$ cat src/rtl/framebuf_pkg.sv
// Shared types and constants for the OLED framebuffer controller.
package framebuf_pkg;

    typedef enum logic {
        IDLE  = 1'b0,
        CLEAR = 1'b1
    } fb_state_t;

    localparam logic GNT_A = 1'b0;
    localparam logic GNT_B = 1'b1;

    localparam logic [7:0] CLEAR_VALUE_DEFAULT = 8'h00;

endpackage

$ cat src/rtl/framebuf_ctrl_if.sv
// Signal bundle between framebuf_ctrl and its environment (writers, clear control, streamer, RAM).
interface framebuf_ctrl_if #(
    parameter int DATA_WIDTH = 8,
    parameter int ADDR_WIDTH = 9
);
    logic                  clear_start;
    logic                  clear_busy;
    logic                  clear_done;
    logic                  wa_req;
    logic [ADDR_WIDTH-1:0] wa_addr;
    logic [DATA_WIDTH-1:0] wa_data;
    logic                  wa_ack;
    logic                  wb_req;
    logic [ADDR_WIDTH-1:0] wb_addr;
    logic [DATA_WIDTH-1:0] wb_data;
    logic                  wb_ack;
    logic                  rd_req;
    logic [ADDR_WIDTH-1:0] rd_addr;
    logic                  rd_valid;
    logic [DATA_WIDTH-1:0] rd_data;
    logic                  ram_write_en;
    logic [ADDR_WIDTH-1:0] ram_write_addr;
    logic [DATA_WIDTH-1:0] ram_write_data;
    logic [ADDR_WIDTH-1:0] ram_read_addr;
    logic [DATA_WIDTH-1:0] ram_read_data;

    // Environment side: writers, clear control, display streamer and the RAM read data.
    modport master (
        output clear_start, wa_req, wa_addr, wa_data, wb_req, wb_addr, wb_data,
               rd_req, rd_addr, ram_read_data,
        input  clear_busy, clear_done, wa_ack, wb_ack, rd_valid, rd_data,
               ram_write_en, ram_write_addr, ram_write_data, ram_read_addr
    );

    modport slave (
        input  clear_start, wa_req, wa_addr, wa_data, wb_req, wb_addr, wb_data,
               rd_req, rd_addr, ram_read_data,
        output clear_busy, clear_done, wa_ack, wb_ack, rd_valid, rd_data,
               ram_write_en, ram_write_addr, ram_write_data, ram_read_addr
    );

endinterface

$ cat src/rtl/framebuf_ctrl_rr_arb2.sv
// Two-way round-robin arbiter; the pointer remembers the last grant so ties alternate.
module rr_arb2
    import framebuf_pkg::*;
(
    input  logic       clk,
    input  logic       rst,
    input  logic [1:0] req_i,
    input  logic       enable_i,
    input  logic       update_i,
    output logic [1:0] gnt_o
);

    logic last_q;
    logic last_d;

    always_comb begin
        gnt_o  = 2'b00;
        last_d = last_q;
        if (enable_i) begin
            case (req_i)
                2'b01:   gnt_o = 2'b01;
                2'b10:   gnt_o = 2'b10;
                2'b11:   gnt_o = (last_q == GNT_B) ? 2'b01 : 2'b10;
                default: gnt_o = 2'b00;
            endcase
        end
        if (update_i && gnt_o[0]) begin
            last_d = GNT_A;
        end else if (update_i && gnt_o[1]) begin
            last_d = GNT_B;
        end
    end

    always_ff @(posedge clk) begin
        if (rst) begin
            last_q <= GNT_B;
        end else begin
            last_q <= last_d;
        end
    end

endmodule

$ cat src/rtl/framebuf_ctrl.sv
// Framebuffer controller: shares the RAM write port between the clear engine and writers A/B,
// and passes streamer reads through. Optional macro FRAMEBUF_CLEAR_ON_RESET_EN starts a sweep after reset.
//
// state | meaning
// IDLE  | arbitrating writers A/B, waiting for clear_start
// CLEAR | sweeping CLEAR_VALUE over every address, one per cycle
module framebuf_ctrl
    import framebuf_pkg::*;
#(
    parameter int                    DATA_WIDTH  = 8,
    parameter int                    ADDR_WIDTH  = 9,
    parameter logic [DATA_WIDTH-1:0] CLEAR_VALUE = DATA_WIDTH'(CLEAR_VALUE_DEFAULT)
) (
    input  logic            clk,
    input  logic            rst,
    framebuf_ctrl_if.slave  bus
);

    // Counter is one bit wider than the address so the terminal value never aliases address 0.
    localparam logic [ADDR_WIDTH:0] DEPTH = {1'b1, {ADDR_WIDTH{1'b0}}};

    fb_state_t             state_q, state_d;
    logic [ADDR_WIDTH:0]   cnt_q, cnt_d;
    logic                  we_q, we_d;
    logic [ADDR_WIDTH-1:0] waddr_q, waddr_d;
    logic [DATA_WIDTH-1:0] wdata_q, wdata_d;
    logic                  busy_q, busy_d;
    logic                  done_q, done_d;
    logic                  wa_ack_q, wa_ack_d;
    logic                  wb_ack_q, wb_ack_d;
    logic                  rd_valid_q;
    logic                  start;
    logic                  arb_en;
    logic [1:0]            gnt;

`ifdef FRAMEBUF_CLEAR_ON_RESET_EN
    logic init_clr_q;

    always_ff @(posedge clk) begin
        if (rst) begin
            init_clr_q <= 1'b1;
        end else begin
            init_clr_q <= 1'b0;
        end
    end

    assign start = bus.clear_start | init_clr_q;
`else
    assign start = bus.clear_start;
`endif

    assign arb_en = (state_q == IDLE) && !start;

    rr_arb2 u_arb (
        .clk      (clk),
        .rst      (rst),
        .req_i    ({bus.wb_req & ~wb_ack_q, bus.wa_req & ~wa_ack_q}),
        .enable_i (arb_en),
        .update_i (arb_en),
        .gnt_o    (gnt)
    );

    always_comb begin
        state_d  = state_q;
        cnt_d    = cnt_q;
        we_d     = 1'b0;
        waddr_d  = waddr_q;
        wdata_d  = wdata_q;
        busy_d   = busy_q;
        done_d   = 1'b0;
        wa_ack_d = 1'b0;
        wb_ack_d = 1'b0;
        case (state_q)
            IDLE: begin
                if (start) begin
                    state_d = CLEAR;
                    cnt_d   = {{ADDR_WIDTH{1'b0}}, 1'b1};
                    we_d    = 1'b1;
                    waddr_d = '0;
                    wdata_d = CLEAR_VALUE;
                    busy_d  = 1'b1;
                end else if (gnt[0]) begin
                    we_d     = 1'b1;
                    waddr_d  = bus.wa_addr;
                    wdata_d  = bus.wa_data;
                    wa_ack_d = 1'b1;
                end else if (gnt[1]) begin
                    we_d     = 1'b1;
                    waddr_d  = bus.wb_addr;
                    wdata_d  = bus.wb_data;
                    wb_ack_d = 1'b1;
                end
            end
            CLEAR: begin
                if (cnt_q == DEPTH) begin
                    state_d = IDLE;
                    cnt_d   = '0;
                    busy_d  = 1'b0;
                    done_d  = 1'b1;
                end else begin
                    we_d    = 1'b1;
                    waddr_d = cnt_q[ADDR_WIDTH-1:0];
                    wdata_d = CLEAR_VALUE;
                    cnt_d   = cnt_q + 1'b1;
                end
            end
            default: state_d = IDLE;
        endcase
    end

    always_ff @(posedge clk) begin
        if (rst) begin
            state_q    <= IDLE;
            cnt_q      <= '0;
            we_q       <= 1'b0;
            waddr_q    <= '0;
            wdata_q    <= '0;
            busy_q     <= 1'b0;
            done_q     <= 1'b0;
            wa_ack_q   <= 1'b0;
            wb_ack_q   <= 1'b0;
            rd_valid_q <= 1'b0;
        end else begin
            state_q    <= state_d;
            cnt_q      <= cnt_d;
            we_q       <= we_d;
            waddr_q    <= waddr_d;
            wdata_q    <= wdata_d;
            busy_q     <= busy_d;
            done_q     <= done_d;
            wa_ack_q   <= wa_ack_d;
            wb_ack_q   <= wb_ack_d;
            rd_valid_q <= bus.rd_req;
        end
    end

    assign bus.clear_busy     = busy_q;
    assign bus.clear_done     = done_q;
    assign bus.wa_ack         = wa_ack_q;
    assign bus.wb_ack         = wb_ack_q;
    assign bus.ram_write_en   = we_q;
    assign bus.ram_write_addr = waddr_q;
    assign bus.ram_write_data = wdata_q;
    assign bus.ram_read_addr  = bus.rd_addr;
    assign bus.rd_valid       = rd_valid_q;
    assign bus.rd_data        = bus.ram_read_data;

endmodule

$ cat src/flat_wrapper.sv
// flat-port wrapper written by rule: the top's interface ports become plain ports
module framebuf_ctrl_flat import framebuf_pkg::*;
#(
    parameter int                    DATA_WIDTH  = 8,
    parameter int                    ADDR_WIDTH  = 9,
    parameter logic [DATA_WIDTH-1:0] CLEAR_VALUE = DATA_WIDTH'(CLEAR_VALUE_DEFAULT)
)
  (clk, rst, bus_clear_start, bus_wa_req, bus_wa_addr, bus_wa_data, bus_wb_req, bus_wb_addr, bus_wb_data, bus_rd_req, bus_rd_addr, bus_ram_read_data, bus_clear_busy, bus_clear_done, bus_wa_ack, bus_wb_ack, bus_rd_valid, bus_rd_data, bus_ram_write_en, bus_ram_write_addr, bus_ram_write_data, bus_ram_read_addr);
  framebuf_ctrl_if #(.DATA_WIDTH(DATA_WIDTH), .ADDR_WIDTH(ADDR_WIDTH)) bus_i ();
  input  logic clk;
  input  logic rst;
  input wire logic [$bits(bus_i.clear_start)-1:0] bus_clear_start;
  input wire logic [$bits(bus_i.wa_req)-1:0] bus_wa_req;
  input wire logic [$bits(bus_i.wa_addr)-1:0] bus_wa_addr;
  input wire logic [$bits(bus_i.wa_data)-1:0] bus_wa_data;
  input wire logic [$bits(bus_i.wb_req)-1:0] bus_wb_req;
  input wire logic [$bits(bus_i.wb_addr)-1:0] bus_wb_addr;
  input wire logic [$bits(bus_i.wb_data)-1:0] bus_wb_data;
  input wire logic [$bits(bus_i.rd_req)-1:0] bus_rd_req;
  input wire logic [$bits(bus_i.rd_addr)-1:0] bus_rd_addr;
  input wire logic [$bits(bus_i.ram_read_data)-1:0] bus_ram_read_data;
  output wire logic [$bits(bus_i.clear_busy)-1:0] bus_clear_busy;
  output wire logic [$bits(bus_i.clear_done)-1:0] bus_clear_done;
  output wire logic [$bits(bus_i.wa_ack)-1:0] bus_wa_ack;
  output wire logic [$bits(bus_i.wb_ack)-1:0] bus_wb_ack;
  output wire logic [$bits(bus_i.rd_valid)-1:0] bus_rd_valid;
  output wire logic [$bits(bus_i.rd_data)-1:0] bus_rd_data;
  output wire logic [$bits(bus_i.ram_write_en)-1:0] bus_ram_write_en;
  output wire logic [$bits(bus_i.ram_write_addr)-1:0] bus_ram_write_addr;
  output wire logic [$bits(bus_i.ram_write_data)-1:0] bus_ram_write_data;
  output wire logic [$bits(bus_i.ram_read_addr)-1:0] bus_ram_read_addr;
  assign bus_i.clear_start = bus_clear_start;
  assign bus_i.wa_req = bus_wa_req;
  assign bus_i.wa_addr = bus_wa_addr;
  assign bus_i.wa_data = bus_wa_data;
  assign bus_i.wb_req = bus_wb_req;
  assign bus_i.wb_addr = bus_wb_addr;
  assign bus_i.wb_data = bus_wb_data;
  assign bus_i.rd_req = bus_rd_req;
  assign bus_i.rd_addr = bus_rd_addr;
  assign bus_i.ram_read_data = bus_ram_read_data;
  assign bus_clear_busy = bus_i.clear_busy;
  assign bus_clear_done = bus_i.clear_done;
  assign bus_wa_ack = bus_i.wa_ack;
  assign bus_wb_ack = bus_i.wb_ack;
  assign bus_rd_valid = bus_i.rd_valid;
  assign bus_rd_data = bus_i.rd_data;
  assign bus_ram_write_en = bus_i.ram_write_en;
  assign bus_ram_write_addr = bus_i.ram_write_addr;
  assign bus_ram_write_data = bus_i.ram_write_data;
  assign bus_ram_read_addr = bus_i.ram_read_addr;
  framebuf_ctrl #(.DATA_WIDTH(DATA_WIDTH), .ADDR_WIDTH(ADDR_WIDTH), .CLEAR_VALUE(CLEAR_VALUE)) u_core (.clk(clk), .rst(rst), .bus(bus_i));
endmodule
$ cat config.mk
export PLATFORM = sky130hd
export DESIGN_NAME = framebuf_ctrl_flat
export DESIGN_NICKNAME = d
export VERILOG_FILES = /design/src/rtl/framebuf_pkg.sv /design/src/rtl/framebuf_ctrl_if.sv /design/src/rtl/framebuf_ctrl_rr_arb2.sv /design/src/rtl/framebuf_ctrl.sv /design/src/flat_wrapper.sv
export SDC_FILE = /design/constraint.sdc
export NUM_CORES = 1
export LEC_CHECK = 0
export BUFFER_PORTS_ARGS = -buffer_cell sky130_fd_sc_hd__buf_2
export CAP_MARGIN = 10
export CORE_MARGIN = 3
export CORE_UTILIZATION = 47
export CTS_BUF_LIST = sky130_fd_sc_hd__clkbuf_2
export DETAILED_ROUTE_END_ITERATION = 8
export MAX_ROUTING_LAYER = met4
export PLACE_DENSITY = 0.87
export SYNTH_ARGS = -nofsm -noshare
export SYNTH_HDL_FRONTEND = slang
export SYNTH_SLANG_ARGS = --single-unit
$ cat constraint.sdc
create_clock -name clk -period 2.13 [get_ports clk]
set_clock_uncertainty 0.2 [all_clocks]
set_input_delay 0.213 -clock clk [delete_from_list [all_inputs] [get_ports clk]]
set_output_delay 0.213 -clock clk [all_outputs]
set_load 0.02 [all_outputs]
==> summary.txt, run 1 <==
Setup path
  • Crit path max fanout: 18
  • Worst flop-to-flop path endpoint: u_core.bus.ram_write_addr[7]
  • Worst-case reg-to-reg path depth: 4
  • Reg2reg start: u_core.u_arb.last_q
  • Crit-path cells: dlygate4sd3_1, buf_2, or3b_1, nand2_4, a31oi_1, a311oi_2
  • CP peak stage delay: 0.53 ns
  • Critical Path AT: 2.10 ns
  • R2r setup slk: 0.17 ns
  • Worst path slowest cell: or3b_1
  • CP Launch Type: input port
  • Crit-path leading delay family: simple AND/OR/NAND/NOR gates
  • CP endpoint kind: flop
  • Worst Path Buf+Inv: 2
  • Worst Path Required: 2.23 ns
  • CP Class: input port to flop

Outcome
  • Status: completed

CTS
  • Worst-path clk slew: 0.18 ns
  • CTS Buf Count: 5
  • CTS tree: built
  • H-tree levels: 2
  • CTS Root Cell: clkbuf_2
  • Sink Count: 35
  • Clock buffer depth: 2
  • Later-pin clock latency in the skew report: 0.39 ns

Synthesis
  • Synth area leaders: dfxtp_1 38%, buf_4 7.3%, mux2i_1 4.8%
  • Top-count cell post-synth: dfxtp_1
  • Post-Syn Nets: 262
  • Syn_area_per_cell: 9.16 sq um
  • Seq cells post-synth: 35
  • Mapped Cells: 203
  • Seq/Total Area, Yosys: 37.7%
  • Synth area leader: dfxtp_1
  • Area share of the largest cell type after synthesis: 37.7%
  • Top FF cell, synth: dfxtp_1
  • Warnings, synthesis: 0
  • Post-synthesis cell area: 1860 sq um
  • Number of flops mapped to enable cells by yosys: 0
  • Asr flop ratio synth: 0%
  • Cell variety after synth: 43
  • Most frequent cells after synthesis: 35 x dfxtp_1, 18 x buf_4, 18 x nand2_1, 15 x a21oi_1

Global route
  • Pin count of the biggest net entering global routing: 22
  • Total global routing overflow: 0
  • Most heavily used metal layer in global routing: met2
  • Met1 Usage GRT: 28.8%
  • Met3 Usage GRT: 6.32%
  • Met2 Usage GRT: 39.3%
  • Gr usage total: 24.6%
  • Global-route wire length before repair: 8280 microns
  • Antenna violations before repair: 0
  • Vias in the first global route: 1772

Finish
  • Layout cell share with drive strength beyond 1: 32.6%
  • ANT cells: 0
  • Fillcell total: 313
  • Area added between synthesis and finish: 29.9%
  • Total Nets Final: 337
  • Post-route design area: 2410 sq um

STA
  • Count of final setup violators: 0
  • Max-slew violations: 0
  • Period utilization: 93.7%
  • Measured slew at the worst slew-check pin: 0.501 ns
  • Final hold vios: 0
  • Unrepaired setup endpoints after global routing: false
  • Slew headroom: 66.5%
  • Fin crit period: 2.00 ns
  • Setup TNS: 0 ns
  • Fmax: 0.501 GHz

Die
  • DIE AREA: 4750 sq um
  • IO Count: 97
  • Starting density of the core: 49.7%
  • CORE AREA: 3740 sq um
  • FP Rows: 22
  • Die width: 68.9 microns
  • Die Y: 68.9 microns

Min path
  • Hold_sp: bus_wb_addr[2]
  • Cells on Worst Hold Path: 3
  • WHS Endpoint: u_core.bus.ram_write_addr[2]
  • Hold Crit Class: input port to flop

Route
  • Routed wire per std cell: 16.1 microns
  • Via density: 5.59
  • Post-route antenna net violation count: 0
  • Routed wire length: 5280 microns
  • DRC violations left: 0
  • DR iter-0 viols: 125
  • DRT Pass-1 Iters: 5
  • Vias: 1828

Placement
  • PortBufs: 62
  • Cell Area, Placed: 2110 sq um
  • Hpwl dp: 3350 microns
  • RD Place Congestion: 0.920

Power and ir drop
  • Pwr/cell area: 535 nW/um^2
  • Leakage power: 1.07 nW
  • Maximum VDD drop: 422 uV

Run
  • Max cap viols: 0
-- layout by cell type (no fill, tap or decap), drive strengths merged, types with 9 or more instances in the layout --
cell	netlist	routed
buf	23	73
dfxtp	35	35
dlygate4sd3	0	26
nand2	19	19
a21oi	16	16
and4	10	10
a31oi	10	10
mux2i	9	9
a311oi	9	9
-- cell type report --
cell class,count,area (sq um),area share (%)
inverter,2,7.51,0.311
timing repair buffer,99,653,27.0
tap,48,60.1,2.49
multi-input combinational,135,951,39.4
clock buffer,6,30.0,1.24
sequential,35,701,29.0
clock inverter,2,12.5,0.518
-- state kept, by name, indices dropped and copies added, names as in the netlist --
signal,count
u_core.bus.ram_write_data,8
u_core.bus.clear_done,1
u_core.bus.wb_ack,1
u_core.bus.ram_write_addr,9
u_core.cnt_q,10
u_core.bus.rd_valid,1
u_core.u_arb.last_q,1
u_core.bus.ram_write_en,1
u_core.state_q,1
u_core.bus.wa_ack,1
u_core.bus.clear_busy,1
-- metrics by stage --
stage	worst slack (ns)	instances	hold slack, ns	util (%)	total power, mW
6_report	0.133	327	0.0111	64.5	1.29
5_1_grt	0.0283	327	0.00182	64.5	1.36
4_1_cts	0.163	327	0.00127	64.5	1.29
3_5_place_dp	0.210	293	0.226	56.4	0.948
3_3_place_gp	0.278	293	0.222	56.4	0.943
2_1_floorplan	0.354	203	0.141	-	0.908
-- routing by layer --
layer | wire length, microns | part of all wire (%)
met2 | 2620 | 50
met4 | 165 | 3.1
met1 | 2090 | 39
met5 | 0 | 0
met3 | 409 | 7.7
-- repair_timing --
action                     in CTS  in global routing
hold endpoints to repair       19                  0
hold buffers                   26                  0
setup endpoints to repair       0                  2
setup buffers                   0                  0
gates resized for setup         0                  1
-- worst max path at each step --
stage / start / endpoint / depth (start not counted)
2_1_floorplan: u_core.cnt_q[0] / u_core.bus.ram_write_addr[0] / 7
3_3_place_gp: u_core.u_arb.last_q / u_core.bus.ram_write_addr[2] / 4
3_5_place_dp: u_core.cnt_q[0] / u_core.bus.ram_write_addr[8] / 6
4_1_cts: bus_wb_req / u_core.bus.ram_write_addr[7] / 6
5_1_grt: u_core.cnt_q[0] / u_core.bus.ram_write_data[2] / 6
6_report: bus_wb_req / u_core.bus.ram_write_addr[7] / 6
-- cell families (layout without fill, tap and decap cells) --
family	Yosys count	in the layout	share of synthesized area [%]
fa+ha+maj	2	2	1.35
mux	9	9	4.85
xor+xnor	2	2	0.942
compound gates	55	55	22.0
buf+inv	33	109	11.2
simple gates	67	67	21.9
flops	35	35	37.7
-- where the power goes --
group / total [mW] / internal, mW / switching, mW
sequential: 0.703 / 0.684 / 0.0192
clock: 0.311 / 0.0836 / 0.228
combinational: 0.276 / 0.131 / 0.145
-- worst reg2reg max path, stage by stage, from the launching register on --
cell and delay [ns]:
dfxtp_1 0.37, or3b_1 0.57, nand2_4 0.31, a31oi_1 0.14, a311oi_2 0.28
No activity file was read; power rests on OpenSTA's default activity.
==> run 2: changes to the inputs <==
HOLD_SLACK_MARGIN = 0.1   (was unset)
==> summary.txt, run 2 (synthesis gave the netlist of run 1 again) <==
CTS
  • Sink Count: 35 (unchanged)
  • Clock buffer depth: 2 (unchanged)
  • CTS tree: built (unchanged)
  • CTS Root Cell: clkbuf_2 (unchanged)
  • H-tree levels: 2 (unchanged)
  • Later-pin clock latency in the skew report: 0.40 ns (was 0.39 ns)
  • Post-CTS Setup Bufs: 0 (unchanged)
  • Worst-path clk slew: 0.16 ns (was 0.18 ns)
  • CTS Buf Count: 5 (unchanged)

Placement
  • Cell Area, Placed: 2110 sq um (unchanged)
  • Pre-CTS setup slack: 0.210 ns (unchanged)
  • RD Place Congestion: 0.920 (unchanged)
  • PortBufs: 62 (unchanged)
  • Hpwl dp: 3350 microns (unchanged)
  • Placed cell count: 293 (unchanged)

STA
  • Final hold vios: 0 (unchanged)
  • Final Hold Slack: 0.147 ns (was 0.0111 ns)
  • Max-slew violations: 0 (unchanged)
  • Setup TNS: 0 ns (unchanged)
  • Post-route setup slack: 0.127 ns (was 0.133 ns)
  • Fmax: 0.499 GHz (was 0.501 GHz)
  • Period utilization: 94.0% (was 93.7%)
  • Count of final setup violators: 0 (unchanged)
  • Unrepaired setup endpoints after global routing: false (unchanged)
  • Measured slew at the worst slew-check pin: 0.495 ns (was 0.501 ns)
  • Fin crit period: 2.00 ns (about the same)
  • Slew headroom: 66.8% (was 66.5%)

Route
  • DRC violations left: 0 (unchanged)
  • Via density: 5.61 (was 5.59)
  • Routed wire per std cell: 17.0 microns (was 16.1 microns)
  • DRT Pass-1 Iters: 4 (was 5)
  • DR iter-0 viols: 216 (was 125)
  • Post-route antenna net violation count: 0 (unchanged)
  • Routed wire length: 5680 microns (was 5280 microns)
  • Vias: 1873 (was 1828)

Global route
  • Total global routing overflow: 0 (unchanged)
  • Gr usage total: 26.1% (was 24.6%)
  • Vias in the first global route: 1891 (was 1772)
  • Global-route wire length before repair: 8750 microns (was 8280 microns)
  • Pin count of the biggest net entering global routing: 22 (unchanged)
  • Antenna violations before repair: 0 (unchanged)

Setup path
  • Worst Path Buf+Inv: 2 (unchanged)
  • Crit-path leading delay family: simple AND/OR/NAND/NOR gates (unchanged)
  • Critical Path AT: 2.10 ns (about the same)
  • Worst Path Required: 2.23 ns (about the same)
  • Critical path startpoint: bus_wb_req (unchanged)
  • CP Launch Type: input port (unchanged)
  • CP peak stage delay: 0.53 ns (about the same)
  • Worst path slowest cell: or3b_1 (unchanged)
  • Crit path max fanout: 18 (unchanged)
  • Crit-path cells: dlygate4sd3_1, buf_2, or3b_1, nand2_4, a31oi_1, a311oi_2 (unchanged)
  • Reg2reg start: u_core.u_arb.last_q (unchanged)
  • CP Class: input port to flop (unchanged)
  • CP endpoint kind: flop (unchanged)

Power and ir drop
  • Maximum VDD drop: 424 uV (was 422 uV)
  • Reg power frac: 53.8% (was 54.5%)
  • Clock power share: 24.1% (about the same)
  • Pwr/cell area: 526 nW/um^2 (was 535 nW/um^2)
  • Sw frac: 30.7% (was 30.4%)
  • Tot Pwr: 1.31 mW (was 1.29 mW)
  • Net Sw Power: 0.403 mW (was 0.392 mW)
  • Part of the power in combinational logic: 22.1% (was 21.4%)
  • Leakage power: 1.10 nW (was 1.07 nW)
  • Pint: 0.907 mW (was 0.899 mW)

Finish
  • Non-Filler Instances: 334 (was 327)
  • Total Nets Final: 344 (was 337)
  • Top reg by flops: u_core.cnt_q (unchanged)
  • Fin util: 66.6% (was 64.5%)
  • Area added between synthesis and finish: 34.1% (was 29.9%)
  • Commonest non-fill, non-tap cell in the layout: buf_2 (unchanged)
  • ANT cells: 0 (unchanged)
  • Commonest non-fill, non-tap cells in the layout: 62 x buf_2, 35 x dfxtp_1, 33 x dlygate4sd3_1 (was 62 x buf_2, 35 x dfxtp_1, 26 x dlygate4sd3_1)
  • Max FFs per register: 10 (unchanged)
  • Post-route design area: 2490 sq um (was 2410 sq um)
  • Layout cell share with drive strength beyond 1: 31.8% (was 32.6%)
  • Fillcell total: 308 (was 313)

Die
  • CORE AREA: 3740 sq um (unchanged)
  • Starting density of the core: 49.7% (unchanged)
  • IO Count: 97 (unchanged)
  • FP Rows: 22 (unchanged)
  • Die Y: 68.9 microns (unchanged)
  • DIE AREA: 4750 sq um (unchanged)
  • Die width: 68.9 microns (unchanged)

Min path
  • Hold_sp: bus_wa_addr[5] (was bus_wb_addr[2])
  • Hold Crit Class: input port to flop (unchanged)

Run
  • Max cap viols: 0 (unchanged)

Outcome
  • Status: completed (unchanged)
[run 2: cell count changes in the layout (fill, tap and decap cells not counted)]
cell           delta
a21oi_4           +1
a21oi_2           -1
dlygate4sd3_1     +7
[run 2: timing repair]
item	CTS	global route
endpoints found under the hold margin	30	0
endpoints found under the setup margin	0	3
hold buffers	33	0
resized for setup	0	2
[run 2: path summary, 6_finish.rpt]
check / to / slack, ns / cells past startpoint
min: u_core.bus.ram_write_addr[5] / 0.15 / 4
min reg2reg: u_core.bus.ram_write_data[5] / 0.29 / 1
max: u_core.bus.ram_write_addr[7] / 0.13 / 6
max reg2reg: u_core.bus.ram_write_addr[7] / 0.17 / 4
[run 2: worst min-delay path, cell delays in order]
cell and delay [ns]:
buf_2 0.11, and4_1 0.14, a31oi_1 0.14, a311oi_1 0.09
[run 2: final cells by class]
type / instances / area [sq um] / share of cell area [%]
multi-input combinational: 135 / 958 / 38.5
sequential: 35 / 701 / 28.1
inverter: 2 / 7.51 / 0.301
clock inverter: 2 / 12.5 / 0.502
tap: 48 / 60.1 / 2.41
clock buffer: 6 / 30.0 / 1.20
timing repair buffer: 106 / 723 / 29.0
[run 2: layer usage]
metal	global-route usage (%)	vias to the layer above	share of wire, %
met5	-	-	0
li1	-	900	-
met4	12.9	0	2.8
met3	6.32	20	7.4
met2	42.9	100	51
met1	29.5	853	39
[run 2: power by group through the flow]
stage | Combinational (mW) | Clock [mW] | Sequential (mW)
after floorplan | 0.167 | 0 | 0.741
after global placement | 0.229 | 0 | 0.715
after detailed placement | 0.232 | 0 | 0.716
after CTS | 0.279 | 0.318 | 0.702
after global routing | 0.315 | 0.346 | 0.708
final | 0.290 | 0.316 | 0.704
==> run 3: changes to the inputs <==
CORE_ASPECT_RATIO = 0.7   (was unset)
CTS_CLUSTER_SIZE = 10   (was unset)
==> summary.txt, run 3 (synthesis gave the netlist of run 1 again) <==
Finish
  • Commonest non-fill, non-tap cell in the layout: buf_2 (unchanged)
  • ANT cells: 0 (unchanged)
  • Layout cell share with drive strength beyond 1: 31.2% (was 31.8%)
  • Top reg by flops: u_core.cnt_q (unchanged)
  • Max FFs per register: 10 (unchanged)
  • Commonest non-fill, non-tap cells in the layout: 62 x buf_2, 35 x dfxtp_1, 30 x dlygate4sd3_1 (was 62 x buf_2, 35 x dfxtp_1, 33 x dlygate4sd3_1)
  • Total Nets Final: 340 (was 344)
  • Fillcell total: 278 (was 308)
  • Area added between synthesis and finish: 31.5% (was 34.1%)
  • FF+latch area: 701 sq um (unchanged)
  • Area of the multi-input gates: 951 sq um (was 958 sq um)

Die
  • Die width: 81.2 microns (was 68.9 microns)
  • Starting density of the core: 51.0% (was 49.7%)
  • Die Y: 58.6 microns (was 68.9 microns)
  • CORE AREA: 3650 sq um (was 3740 sq um)
  • DIE AREA: 4760 sq um (was 4750 sq um)
  • FP Rows: 18 (was 22)
  • IO Count: 97 (unchanged)

STA
  • Fin crit period: 1.99 ns (was 2.00 ns)
  • Unrepaired setup endpoints after global routing: false (unchanged)
  • Final hold vios: 0 (unchanged)
  • Fmax: 0.503 GHz (was 0.499 GHz)
  • Post-route setup slack: 0.142 ns (was 0.127 ns)
  • Setup TNS: 0 ns (unchanged)
  • Period utilization: 93.3% (was 94.0%)
  • Slew headroom: 67.9% (was 66.8%)
  • Max-slew violations: 0 (unchanged)
  • Measured slew at the worst slew-check pin: 0.477 ns (was 0.495 ns)
  • Count of final setup violators: 0 (unchanged)

Placement
  • Pre-CTS setup slack: 0.143 ns (was 0.210 ns)
  • PortBufs: 62 (unchanged)
  • Hpwl dp: 3630 microns (was 3350 microns)
  • RD Place Congestion: 0.985 (was 0.920)

CTS
  • CTS tree: built (unchanged)
  • Worst-path clk slew: 0.17 ns (was 0.16 ns)
  • Later-pin clock latency in the skew report: 0.39 ns (was 0.40 ns)
  • H-tree levels: 2 (unchanged)
  • CTS Root Cell: clkbuf_2 (unchanged)
  • Clock buffer depth: 2 (unchanged)
  • CTS Buf Count: 5 (unchanged)
  • Sink Count: 35 (unchanged)

Min path
  • Hold Crit Class: input port to flop (unchanged)

Setup path
  • CP peak stage delay: 0.53 ns (about the same)
  • Crit-path leading delay family: simple AND/OR/NAND/NOR gates (unchanged)
  • Critical Path AT: 2.10 ns (about the same)
  • CP Launch Type: input port (unchanged)
  • Worst path slowest cell: dlygate4sd3_1 (was or3b_1)
  • Worst Path Required: 2.25 ns (was 2.23 ns)
  • CP Class: input port to flop (unchanged)
  • CP endpoint kind: flop (unchanged)
  • Crit-path cells: dlygate4sd3_1, buf_2, or3b_1, nand2_4, a31oi_1, a311oi_2 (unchanged)
  • Worst Path Buf+Inv: 2 (unchanged)
  • Crit path max fanout: 18 (unchanged)

Power and ir drop
  • Maximum VDD drop: 341 uV (was 424 uV)
  • Leakage power: 1.08 nW (was 1.10 nW)
  • Pwr/cell area: 525 nW/um^2 (was 526 nW/um^2)

Route
  • Routed wire length: 5560 microns (was 5680 microns)
  • DR iter-0 viols: 231 (was 216)
  • Routed wire per std cell: 16.8 microns (was 17.0 microns)
  • Via density: 5.63 (was 5.61)
  • DRC violations left: 0 (unchanged)
  • DRT Pass-1 Iters: 4 (unchanged)
  • Vias: 1869 (was 1873)
  • Post-route antenna net violation count: 0 (unchanged)

Global route
  • Antenna violations before repair: 0 (unchanged)
  • Gr usage total: 25.4% (was 26.1%)
  • Vias in the first global route: 1876 (was 1891)
  • Total global routing overflow: 0 (unchanged)
  • Global-route wire length before repair: 8760 microns (was 8750 microns)
  • Pin count of the biggest net entering global routing: 22 (unchanged)

Run
  • Max cap viols: 0 (unchanged)

Outcome
  • Status: completed (unchanged)
-- run 3: path summary, 6_finish.rpt --
| path | slack (ns) | endpoint | cells after the start | start |
|---|---|---|---|---|
| hold / removal | 0.12 | u_core.bus.ram_write_addr[1] | 4 | bus_wa_addr[1] |
| hold reg to reg | 0.28 | u_core.bus.ram_write_data[1] | 1 | u_core.bus.ram_write_data[1] |
| setup reg to reg | 0.14 | u_core.bus.ram_write_addr[8] | 6 | u_core.cnt_q[1] |
| setup / recovery | 0.14 | u_core.bus.ram_write_addr[0] | 6 | bus_wb_req |
-- run 3: repair_timing --
item	in CTS	in global routing
hold buffers	30	0
buffers inserted	0	0
endpoints found under the setup margin	0	3
endpoints found under the hold margin	24	0
resized for setup	0	1
-- run 3: layout make-up --
class	count	area share [%]
Inverter	2	0.307
Sequential cell	35	28.7
Clock inverter	2	0.307
Timing Repair Buffer	102	28.0
Clock buffer	6	1.23
Tap cell	50	2.56
Multi-Input combinational cell	135	38.9
-- run 3: routing by layer --
layer	vias to the layer above	share of wire [%]	global-route usage (%)
met5	-	0	-
met3	18	8.6	6.88
met1	848	40	30.0
li1	892	-	-
met2	111	49	40.5
met4	0	2.8	11.6
-- run 3: through the flow --
stage / hold slack, ns / total power, mW / util, % / cells / cell area, sq um
6_report: 0.118 / 1.28 / 67.0 / 332 / 2440
5_1_grt: 0.145 / 1.34 / 67.0 / 332 / 2440
4_1_cts: 0.101 / 1.29 / 67.0 / 332 / 2440
3_5_place_dp: 0.226 / 0.950 / 57.7 / 294 / 2110
3_3_place_gp: 0.225 / 0.942 / 57.7 / 294 / 2110
2_1_floorplan: 0.141 / 0.908 / - / 203 / 1860
-- run 3: worst reg2reg max path: stages, from the launching register on --
cell and delay, ns:
dfxtp_1 0.39, inv_1 0.10, ha_1 0.14, nor2b_1 0.23
nand4_2 0.26, and2_2 0.35, a311oi_2 0.26
-- run 3: power by group --
part,leakage (nW),internal (mW),total [mW],switching [mW]
sequential,0.286,0.684,0.706,0.0217
combinational,0.762,0.135,0.281,0.146
clock,0.0281,0.0789,0.297,0.218
